## src/rtl/cra_launch_pkg.sv

```systemverilog
// Shared types and constants for the CRA launch sequencer.
package cra_launch_pkg;

    localparam int unsigned CRA_WORD_W = 64;
    localparam int unsigned CRA_ADDR_W = 4;

    localparam int unsigned DEF_START_ADDR    = 1;
    localparam int unsigned DEF_IRQ_EN_ADDR   = 2;
    localparam int unsigned DEF_IRQ_STAT_ADDR = 3;
    localparam int unsigned DEF_RESULT_ADDR   = 4;
    localparam int unsigned DEF_ARG_BASE      = 5;

    typedef enum logic [2:0] {
        ST_IDLE      = 3'd0,
        ST_WR_IRQEN  = 3'd1,
        ST_WR_ARG    = 3'd2,
        ST_WR_START  = 3'd3,
        ST_WAIT_IRQ  = 3'd4,
        ST_RD_RESULT = 3'd5,
        ST_CLR_IRQ   = 3'd6,
        ST_DONE      = 3'd7
    } cra_launch_state_t;

    function automatic logic [31:0] sat_inc32(input logic [31:0] v);
        return (v == 32'hFFFF_FFFF) ? v : v + 32'd1;
    endfunction

endpackage

```

## src/rtl/cra_launch_ctrl.sv

```systemverilog
// Launch sequencer driving an HLS component's CRA slave: program args, start, await irq, read result.
// Optional watchdog compiled in with `define CRA_LAUNCH_TIMEOUT_EN.
module cra_launch_ctrl
    import cra_launch_pkg::*;
#(
    parameter int unsigned NUM_ARGS       = 2,
    parameter int unsigned START_ADDR     = DEF_START_ADDR,
    parameter int unsigned IRQ_EN_ADDR    = DEF_IRQ_EN_ADDR,
    parameter int unsigned IRQ_STAT_ADDR  = DEF_IRQ_STAT_ADDR,
    parameter int unsigned RESULT_ADDR    = DEF_RESULT_ADDR,
    parameter int unsigned ARG_BASE       = DEF_ARG_BASE,
    parameter int unsigned READ_LATENCY   = 1,
    parameter int unsigned TIMEOUT_CYCLES = 32'd16777216
) (
    input  logic                           clock,
    input  logic                           reset,
    input  logic                           start_valid,
    output logic                           start_ready,
    input  logic [NUM_ARGS*CRA_WORD_W-1:0] start_args,
    output logic                           result_valid,
    input  logic                           result_ready,
    output logic [CRA_WORD_W-1:0]          result_data,
    output logic [31:0]                    result_cycles,
    output logic                           result_timeout,
    output logic                           busy,
    input  logic                           done_irq,
    output logic                           avs_cra_read,
    output logic                           avs_cra_write,
    output logic [CRA_ADDR_W-1:0]          avs_cra_address,
    output logic [CRA_WORD_W-1:0]          avs_cra_writedata,
    output logic [7:0]                     avs_cra_byteenable,
    input  logic [CRA_WORD_W-1:0]          avs_cra_readdata
);

    localparam int unsigned LAT_W = $clog2(READ_LATENCY + 1);

`ifdef CRA_LAUNCH_TIMEOUT_EN
    localparam logic WDOG_EN = 1'b1;
`else
    localparam logic WDOG_EN = 1'b0;
`endif

    cra_launch_state_t             state_r, state_s;
    logic [CRA_ADDR_W-1:0]         arg_idx_r, arg_idx_s;
    logic [31:0]                   cnt_r, cnt_s, cnt_inc_s;
    logic [LAT_W-1:0]              lat_r, lat_s;
    logic [NUM_ARGS*CRA_WORD_W-1:0] args_r, args_s;
    logic                          timeout_r, timeout_s, timeout_hit_s;
    logic [CRA_WORD_W-1:0]         data_r, data_s;
    logic                          start_ready_r, busy_r, valid_r;
    logic                          rd_r, rd_s, wr_r, wr_s;
    logic [CRA_ADDR_W-1:0]         addr_r, addr_s;
    logic [CRA_WORD_W-1:0]         wdata_r, wdata_s;
    logic [7:0]                    be_r;

    // Next-state, datapath next values and next CRA bus values (registered below).
    always_comb begin
        state_s       = state_r;
        arg_idx_s     = arg_idx_r;
        cnt_s         = cnt_r;
        cnt_inc_s     = sat_inc32(cnt_r);
        lat_s         = lat_r;
        args_s        = args_r;
        timeout_s     = timeout_r;
        timeout_hit_s = 1'b0;
        data_s        = data_r;
        rd_s          = 1'b0;
        wr_s          = 1'b0;
        addr_s        = '0;
        wdata_s       = '0;

        case (state_r)
            ST_IDLE: begin
                if (start_valid && start_ready_r) begin
                    state_s   = ST_WR_IRQEN;
                    args_s    = start_args;
                    arg_idx_s = '0;
                    cnt_s     = 32'd0;
                    timeout_s = 1'b0;
                    data_s    = '0;
                end else begin
                    state_s = ST_IDLE;
                end
            end
            ST_WR_IRQEN: begin
                state_s   = ST_WR_ARG;
                arg_idx_s = '0;
            end
            ST_WR_ARG: begin
                if (arg_idx_r == CRA_ADDR_W'(NUM_ARGS - 1)) begin
                    state_s = ST_WR_START;
                end else begin
                    arg_idx_s = arg_idx_r + 4'd1;
                end
            end
            ST_WR_START: state_s = ST_WAIT_IRQ;
            ST_WAIT_IRQ: begin
                cnt_s         = cnt_inc_s;
                timeout_hit_s = WDOG_EN && (cnt_inc_s >= TIMEOUT_CYCLES);
                // done_irq has priority over a simultaneous watchdog expiry
                if (done_irq) begin
                    state_s = ST_RD_RESULT;
                    lat_s   = '0;
                end else if (timeout_hit_s) begin
                    state_s   = ST_CLR_IRQ;
                    timeout_s = 1'b1;
                end else begin
                    state_s = ST_WAIT_IRQ;
                end
            end
            ST_RD_RESULT: begin
                if (lat_r == LAT_W'(READ_LATENCY)) begin
                    data_s  = avs_cra_readdata;
                    state_s = ST_CLR_IRQ;
                end else begin
                    lat_s = lat_r + LAT_W'(1);
                end
            end
            ST_CLR_IRQ: state_s = ST_DONE;
            ST_DONE: begin
                if (result_ready) begin
                    state_s = ST_IDLE;
                end else begin
                    state_s = ST_DONE;
                end
            end
            default: state_s = ST_IDLE;
        endcase

        // Bus values for the upcoming cycle; args shift down so word 0 is always the next to send.
        case (state_s)
            ST_WR_IRQEN: begin
                wr_s    = 1'b1;
                addr_s  = CRA_ADDR_W'(IRQ_EN_ADDR);
                wdata_s = 64'd1;
            end
            ST_WR_ARG: begin
                wr_s    = 1'b1;
                addr_s  = CRA_ADDR_W'(ARG_BASE) + arg_idx_s;
                wdata_s = args_r[CRA_WORD_W-1:0];
                args_s  = args_r >> CRA_WORD_W;
            end
            ST_WR_START: begin
                wr_s    = 1'b1;
                addr_s  = CRA_ADDR_W'(START_ADDR);
                wdata_s = 64'd1;
            end
            ST_RD_RESULT: begin
                if (state_r == ST_WAIT_IRQ) begin
                    rd_s   = 1'b1;
                    addr_s = CRA_ADDR_W'(RESULT_ADDR);
                end else begin
                    rd_s = 1'b0;
                end
            end
            ST_CLR_IRQ: begin
                wr_s    = 1'b1;
                addr_s  = CRA_ADDR_W'(IRQ_STAT_ADDR);
                wdata_s = 64'd1;
            end
            default: begin
                rd_s = 1'b0;
                wr_s = 1'b0;
            end
        endcase
    end

    // State, datapath and output registers with synchronous reset.
    always_ff @(posedge clock) begin
        if (reset) begin
            state_r       <= ST_IDLE;
            arg_idx_r     <= '0;
            cnt_r         <= 32'd0;
            lat_r         <= '0;
            args_r        <= '0;
            timeout_r     <= 1'b0;
            data_r        <= '0;
            start_ready_r <= 1'b0;
            busy_r        <= 1'b0;
            valid_r       <= 1'b0;
            rd_r          <= 1'b0;
            wr_r          <= 1'b0;
            addr_r        <= '0;
            wdata_r       <= '0;
            be_r          <= 8'h00;
        end else begin
            state_r       <= state_s;
            arg_idx_r     <= arg_idx_s;
            cnt_r         <= cnt_s;
            lat_r         <= lat_s;
            args_r        <= args_s;
            timeout_r     <= timeout_s;
            data_r        <= data_s;
            start_ready_r <= (state_s == ST_IDLE);
            busy_r        <= (state_s != ST_IDLE);
            valid_r       <= (state_s == ST_DONE);
            rd_r          <= rd_s;
            wr_r          <= wr_s;
            addr_r        <= addr_s;
            wdata_r       <= wdata_s;
            be_r          <= (rd_s || wr_s) ? 8'hFF : 8'h00;
        end
    end

    assign start_ready        = start_ready_r;
    assign busy               = busy_r;
    assign result_valid       = valid_r;
    assign result_data        = data_r;
    assign result_cycles      = cnt_r;
    assign result_timeout     = timeout_r;
    assign avs_cra_read       = rd_r;
    assign avs_cra_write      = wr_r;
    assign avs_cra_address    = addr_r;
    assign avs_cra_writedata  = wdata_r;
    assign avs_cra_byteenable = be_r;

endmodule

```

## config.mk

```make
export PLATFORM = sky130hd
export DESIGN_NAME = cra_launch_ctrl
export DESIGN_NICKNAME = d
export VERILOG_FILES = /design/src/rtl/cra_launch_pkg.sv /design/src/rtl/cra_launch_ctrl.sv
export SDC_FILE = /design/constraint.sdc
export NUM_CORES = 1
export LEC_CHECK = 0
export CORE_MARGIN = 4
export CORE_UTILIZATION = 35
export DETAILED_ROUTE_END_ITERATION = 10
export GPL_ROUTABILITY_DRIVEN = 1
export PLACE_DENSITY = 0.67
export SYNTH_ARGS = -nofsm -noshare
export SYNTH_HDL_FRONTEND = slang
export SYNTH_SLANG_ARGS = --single-unit
export TNS_END_PERCENT = 20
```

## constraint.sdc

```tcl
create_clock -name clock -period 3.19 [get_ports clock]
set_input_delay 0.4785 -clock clock [delete_from_list [all_inputs] [get_ports clock]]
set_output_delay 0.4785 -clock clock [all_outputs]
set_load 0.05 [all_outputs]
```

# Yosys cells after proc, flatten, opt, wreduce, memory -nomap -nowiden
# Cells that the tools add are included.
# W data, S select, Z words.
[op_classes]
muxes = 28
addsub = 4
reduce_logical = 18
n_eq_ne = 19
[op_table]
columns = ["op", "count"]
rows = [
  ["$mux W64", 5],
  ["$pmux W64 S2", 2],
  ["$mux W32", 2],
  ["$pmux W32 S2", 1],
  ["$add A32 B1 Y32 const B", 1],
  ["$eq A32 B32 Y1 const B", 1],
  ["$pmux W3 S8", 1],
  ["$eq A3 B3 Y1 const B", 7],
  ["$pmux W4 S5", 1],
  ["$eq A3 B2 Y1 const B", 4],
  ["$mux W3", 4],
  ["$pmux W4 S3", 1],
  ["$reduce_bool A2 Y1", 5],
  ["$mux W4", 2],
  ["$mux W8", 1],
  ["$ne A2 B2 Y1 const B", 4],
  ["$mux W1", 7],
  ["$eq A3 B1 Y1 const B", 2],
  ["$logic_not A3 Y1", 2],
  ["$reduce_and A2 Y1", 3],
  ["$reduce_and A3 Y1", 2],
  ["$add A3 B4 Y4 const A", 1],
  ["$add A4 B1 Y4 const B", 1],
  ["$eq A4 B1 Y1 const B", 1],
  ["other kinds (8)", 8],
]
[word_totals]
output_inout_bits = 178
register_bits = 313

# Depth between registers and ports, before layout
# Gate-level depths: netlist of the first run.
[logic_depth]
depth_word = 8
ltp_mapped = 10
ltp_nobuf = 10

# Worst setup path after synthesis of the first run
# Ideal clock, no wire load.
[synth_timing]
path_kind = "register -> register"
from = "register cnt_r[7] (netlist: result_cycles[7])"
to = "register cnt_r[27] (netlist: result_cycles[27])"
setup_slack_ns = 0.659
setup_ns = 0.070
period_less_slack_ns = 2.531
arrival_time_ns = 2.460
stages_incl_launch_ff = 8
path_cell_list = "dfxtp_1 > and4_4 > nand4_4 > buf_6 > or3_4 > buf_6 > or4_1 > a21oi_1"
[synth_between]
elab_chain_len = 3
elab_cells_between_ends = 6
cone_classes = "add/sub (1); eq/ne (2); mux (2); reduce/logical (1)"
[synth_rtl]
columns = ["item", "line_no", "text"]
rows = [
  ["start, declared", "cra_launch_ctrl.sv:45", "logic [31:0] cnt_r, cnt_s, cnt_inc_s;"],
  ["start signal, assigned", "cra_launch_ctrl.sv:189", "cnt_r <= cnt_s;"],
  ["$add A32 B1 Y32 / $eq A32 B32 Y1 (equally long branches)", "cra_launch_pkg.sv:25", "return (v == 32'hFFFF_FFFF) ? v : v + 32'd1;"],
  ["$mux W32 / $ne A2 B2 Y1 (equally long branches)", "n/a", ""],
  ["$pmux W32 S2 / $reduce_and A3 Y1 (equally long branches)", "n/a", ""],
]
# Several ways; a longest one is shown, not always the timed one. The select of a mux whose other input is x is not followed.
# A chain may end at the register's enable or synchronous reset.

# Worst setup path after layout of the first run
[layout_timing]
from = "register arg_idx_r[0]"
to = "register addr_r[0] (netlist: avs_cra_address[0])"
[layout_between]
elab_chain_len = 5
elab_cells_between_ends = 14
cone_classes = "add/sub (2); eq/ne (6); mux (6)"
[layout_rtl]
columns = ["item", "line_no", "text"]
rows = [
  ["start, declared", "cra_launch_ctrl.sv:44", "logic [CRA_ADDR_W-1:0] arg_idx_r, arg_idx_s;"],
  ["start signal, assigned", "cra_launch_ctrl.sv:188", "arg_idx_r <= arg_idx_s;"],
  ["$add A4 B1 Y4 / $eq A4 B1 Y1 (equally long branches)", "cra_launch_ctrl.sv:93, cra_launch_ctrl.sv:90", ""],
  ["$mux W4 / $mux W3 (equally long branches)", "cra_launch_ctrl.sv:90", "if (arg_idx_r == CRA_ADDR_W'(NUM_ARGS - 1)) begin"],
  ["$pmux W4 S3 / $pmux W3 S8 (equally long branches)", "cra_launch_ctrl.sv:72", "case (state_r)"],
  ["$add A3 B4 Y4 (tied with other cells)", "cra_launch_ctrl.sv:139", "addr_s = CRA_ADDR_W'(ARG_BASE) + arg_idx_s;"],
  ["$pmux W4 S5 (*)", "cra_launch_ctrl.sv:131", "case (state_s)"],
  ["end signal, assigned", "cra_launch_ctrl.sv:199", "addr_r <= addr_s;"],
  ["end, declared", "cra_launch_ctrl.sv:52", "logic [CRA_ADDR_W-1:0] addr_r, addr_s;"],
]
# Every way passes the cells marked *; elsewhere a longest branch is shown, timed or not.

==> flow_metrics.env, run 1 <==
export IMPL_synth_common_cells="nand2_1, dfxtp_1, a21oi_1"
export IMPL_rsz0062_at_grt="no"
export IMPL_synth_warnings=0
export IMPL_synth_most_common_cell="nand2_1"
export IMPL_drive_gt1_frac=0.0633
export IMPL_netlist_area_um2=11700
export IMPL_clock_latency_ps=510
export IMPL_crit_path_end_kind="flip-flop"
export IMPL_place_ws_ps=320
export IMPL_holdPathStages=3
export IMPL_portBuffers=373
export IMPL_grt_pass1_wl_mm=59.4
export IMPL_reg2reg_from="arg_idx_r[0]"
export IMPL_period_minus_slack_ps=2880
export IMPL_wl_per_cell_um=17.6
export IMPL_vias_per_cell=5.12
export IMPL_worstPathRequired_ps=3570
export IMPL_remaining_drc_errors=0
export IMPL_timing_final_crit_share=0.903
export IMPL_maxCapViolCount=0
export IMPL_r2r_end="avs_cra_address[0]"
export IMPL_ys_ff_latch=306
export IMPL_yosysTopAreaCell="dfxtp_1"
export IMPL_cp_start_kind="flip-flop"
export IMPL_max_slew_margin=0.331
export IMPL_hold_viol=0
export IMPL_clock_skew_ps=20.5
export IMPL_ff2ff_path_depth=7
export IMPL_firstDrtPassIters=5
export IMPL_fin_nets=1898
export IMPL_worstSetupPathType="reg -> reg"
export IMPL_grt_max_degree=130
export IMPL_cts_resized=0
export IMPL_grt_antenna_before_repair=1
export IMPL_grt_usage=0.199
export IMPL_fmax_ghz=0.347
export IMPL_clk_pin_slew_ps=60
export IMPL_ant_nets=0
export IMPL_cts_tree="done"
export IMPL_grt_pass1_vias=10731
export IMPL_dpl_hpwl_mm=25.2
export IMPL_wl_mm=38.2
export IMPL_status="complete, no violations"
export IMPL_nFillCells=3072
export IMPL_num_vias=11097
export IMPL_ys_seq_area_frac=0.522
export IMPL_cts_path_max_buffers=3
export IMPL_cts_sinks=306
export IMPL_critical_path_max_fanout=68
export IMPL_synth_ff_type="dfxtp_1"
export IMPL_yosys_top_cells_area="dfxtp_1, nand2_1, a21oi_1"
export IMPL_die_h_um=191
export IMPL_dieArea_um2=36500
export IMPL_min_to="arg_idx_r[1]"
export IMPL_core_um2=32800
export IMPL_h_tree_depth=2
export IMPL_drt_initial_drc_count=728
export IMPL_synth_top_area_frac=0.522
export IMPL_post_cts_setup_buffers=0
export IMPL_min_path_type="in -> reg"
export IMPL_multi_input_area_um2=5060
export IMPL_area_growth_pct=45.5
export IMPL_grt_overflow=0
export IMPL_p_per_area_nw_per_um2=706
export IMPL_holdBufCountCts=0
export IMPL_cts_buffers=36
export IMPL_fin_ws_ps=309
export IMPL_die_x_um=191
export IMPL_ios=375
export IMPL_worst_pin_slew_ps=1000
export IMPL_setup_viol=0
export IMPL_regArea_um2=6130
export IMPL_reg2reg_setup_slack_ps=310
export IMPL_synth_cell_types=62
export IMPL_leakage_nw=5.71
export IMPL_start_util=0.358
export IMPL_min_from="reset"
export IMPL_rows=66
export IMPL_synthArstFlopShare=0
export IMPL_drv_slew=0
export IMPL_synthCells=1389
export IMPL_fin_tns_setup_ps=0
export IMPL_gp_congestion=0.820
export IMPL_ir_drop_uv=663
export IMPL_p_total_mw=12.0
export IMPL_synth_nets=1590
export IMPL_synth_edf_count=0
export IMPL_avgSynthCellArea_um2=8.44
export IMPL_cp_arrival_ps=3260
export IMPL_root_buffer="clkbuf_16"
final cells by class:
class | instances | share of cell area
clock inverter | 15 | 0.0112
timing repair buffer | 394 | 0.235
sequential | 306 | 0.359
clock buffer | 49 | 0.0634
multi-input combinational | 951 | 0.297
antenna | 1 | 0.000147
inverter | 8 | 0.00176
tap | 442 | 0.0324
worst max-delay path by stage:
stage | startpoint | end | slack (ps)
2_1_floorplan | result_cycles[7] | result_cycles[27] | 660
3_3_place_gp | arg_idx_r[0] | avs_cra_address[0] | 400
3_5_place_dp | arg_idx_r[0] | avs_cra_address[0] | 320
4_1_cts | arg_idx_r[0] | avs_cra_address[0] | 310
5_1_grt | arg_idx_r[1] | avs_cra_address[0] | 160
6_report | arg_idx_r[0] | avs_cra_address[0] | 310
cells by family (layout without fill, tap and decap cells):
family                   count (synthesis)  after routing  synth area share
other                                    1              2          0.000320
buffers and inverters                  132            466            0.0510
AO/OA/AOI/OAI                          290            290             0.156
multiplexers                             2              2           0.00171
adder cells (fa/ha/maj)                  4              4           0.00427
AND/OR/NAND/NOR                        652            652             0.263
XOR/XNOR                                 2              2           0.00149
flip-flops                             306            306             0.522
where the power goes:
| group | total, mW | switching, mW | internal, mW |
|---|---|---|---|
| logic | 3.11 | 2.06 | 1.05 |
| registers | 4.59 | 0.268 | 4.32 |
| clock network | 4.34 | 1.63 | 2.70 |
layer usage:
layer	vias to the layer above	share of wire	global-route usage
met5	-	0	0
met4	0	0.027	0.0613
met3	60	0.057	0.0371
met2	319	0.49	0.331
met1	5274	0.43	0.264
li1	5444	-	-
cell usage in the layout (no fill, tap or decap), types with 2 or more instances in the layout:
cell             netlist  layout
a21boi_0               2       2
a21oi_1              167     166
a221oi_1               2       2
a311oi_1              66      66
a31o_2                 2       2
and2_1                66      66
and4_1                 5       5
buf_12                 0      10
buf_4                  9      12
bufinv_16              0       4
clkbuf_16              0      37
clkbuf_8               0      11
clkdlybuf4s50_1        0     372
clkinv_2               0       7
dfxtp_1              306     306
ha_1                   4       4
inv_1                  8       8
inv_6                  0       2
mux2i_1                2       2
nand2_1              344     342
nand2b_1               4       4
nand3_1               75      74
nand4_1               11      11
nor2_1                17      17
nor2b_1                2       2
nor3_1                74      74
nor3b_1                5       5
nor4_1                 2       2
o211ai_1               4       4
o21ai_0               15      14
o21ai_1                3       2
o21ai_4                0       2
o31a_1                 2       2
o31ai_1               15      15
or2_2                  3       4
or3_1                 13      13
or3b_1                 2       2
or3b_2                 2       2
or4_1                 15      15
xnor2_1                2       2
metrics by stage:
step           cells  hold WS [ps]  utilization  instance area, um^2
2_1_floorplan   1389           430            -                11700
3_3_place_gp    2101           436        0.481                15800
3_5_place_dp    2101           438        0.481                15800
4_1_cts         2165           398        0.520                17100
5_1_grt         2166           435        0.520                17100
6_report        2166           430        0.520                17100
sequential cells by signal, indices dropped and copies added (netlist names):
name / flops
busy: 1
result_valid: 1
avs_cra_address: 4
args_r: 128
avs_cra_read: 1
result_cycles: 32
start_ready: 1
avs_cra_byteenable: 1
lat_r: 1
avs_cra_writedata: 64
avs_cra_write: 1
arg_idx_r: 4
state_r: 3
result_data: 64
critical path: stages (launching register included):
cell and delay (ps):
dfxtp_1 390, ha_1 190, or3b_2 470, a311oi_1 530, or2_2 280, buf_12 340
nand3_1 170, a221oi_1 400
No activity file was read; power rests on OpenSTA's default activity.
==> run 2, diff against run 1 <==
--- a/config.mk
+++ b/config.mk
@@ -10,6 +10,7 @@
 export DETAILED_ROUTE_END_ITERATION = 10
 export GPL_ROUTABILITY_DRIVEN = 1
 export PLACE_DENSITY = 0.67
+export SETUP_SLACK_MARGIN = 0.1
 export SYNTH_ARGS = -nofsm -noshare
 export SYNTH_HDL_FRONTEND = slang
 export SYNTH_SLANG_ARGS = --single-unit
==> results of run 2 <==
No change in the layout: final DEF, timing and power equal those of run 1.
==> run 3, diff against run 2 <==
--- a/config.mk
+++ b/config.mk
@@ -14,4 +14,4 @@
 export SYNTH_ARGS = -nofsm -noshare
 export SYNTH_HDL_FRONTEND = slang
 export SYNTH_SLANG_ARGS = --single-unit
-export TNS_END_PERCENT = 20
+export TNS_END_PERCENT = 50
==> results of run 3 <==
No change in the layout: final DEF, timing and power equal those of run 1.
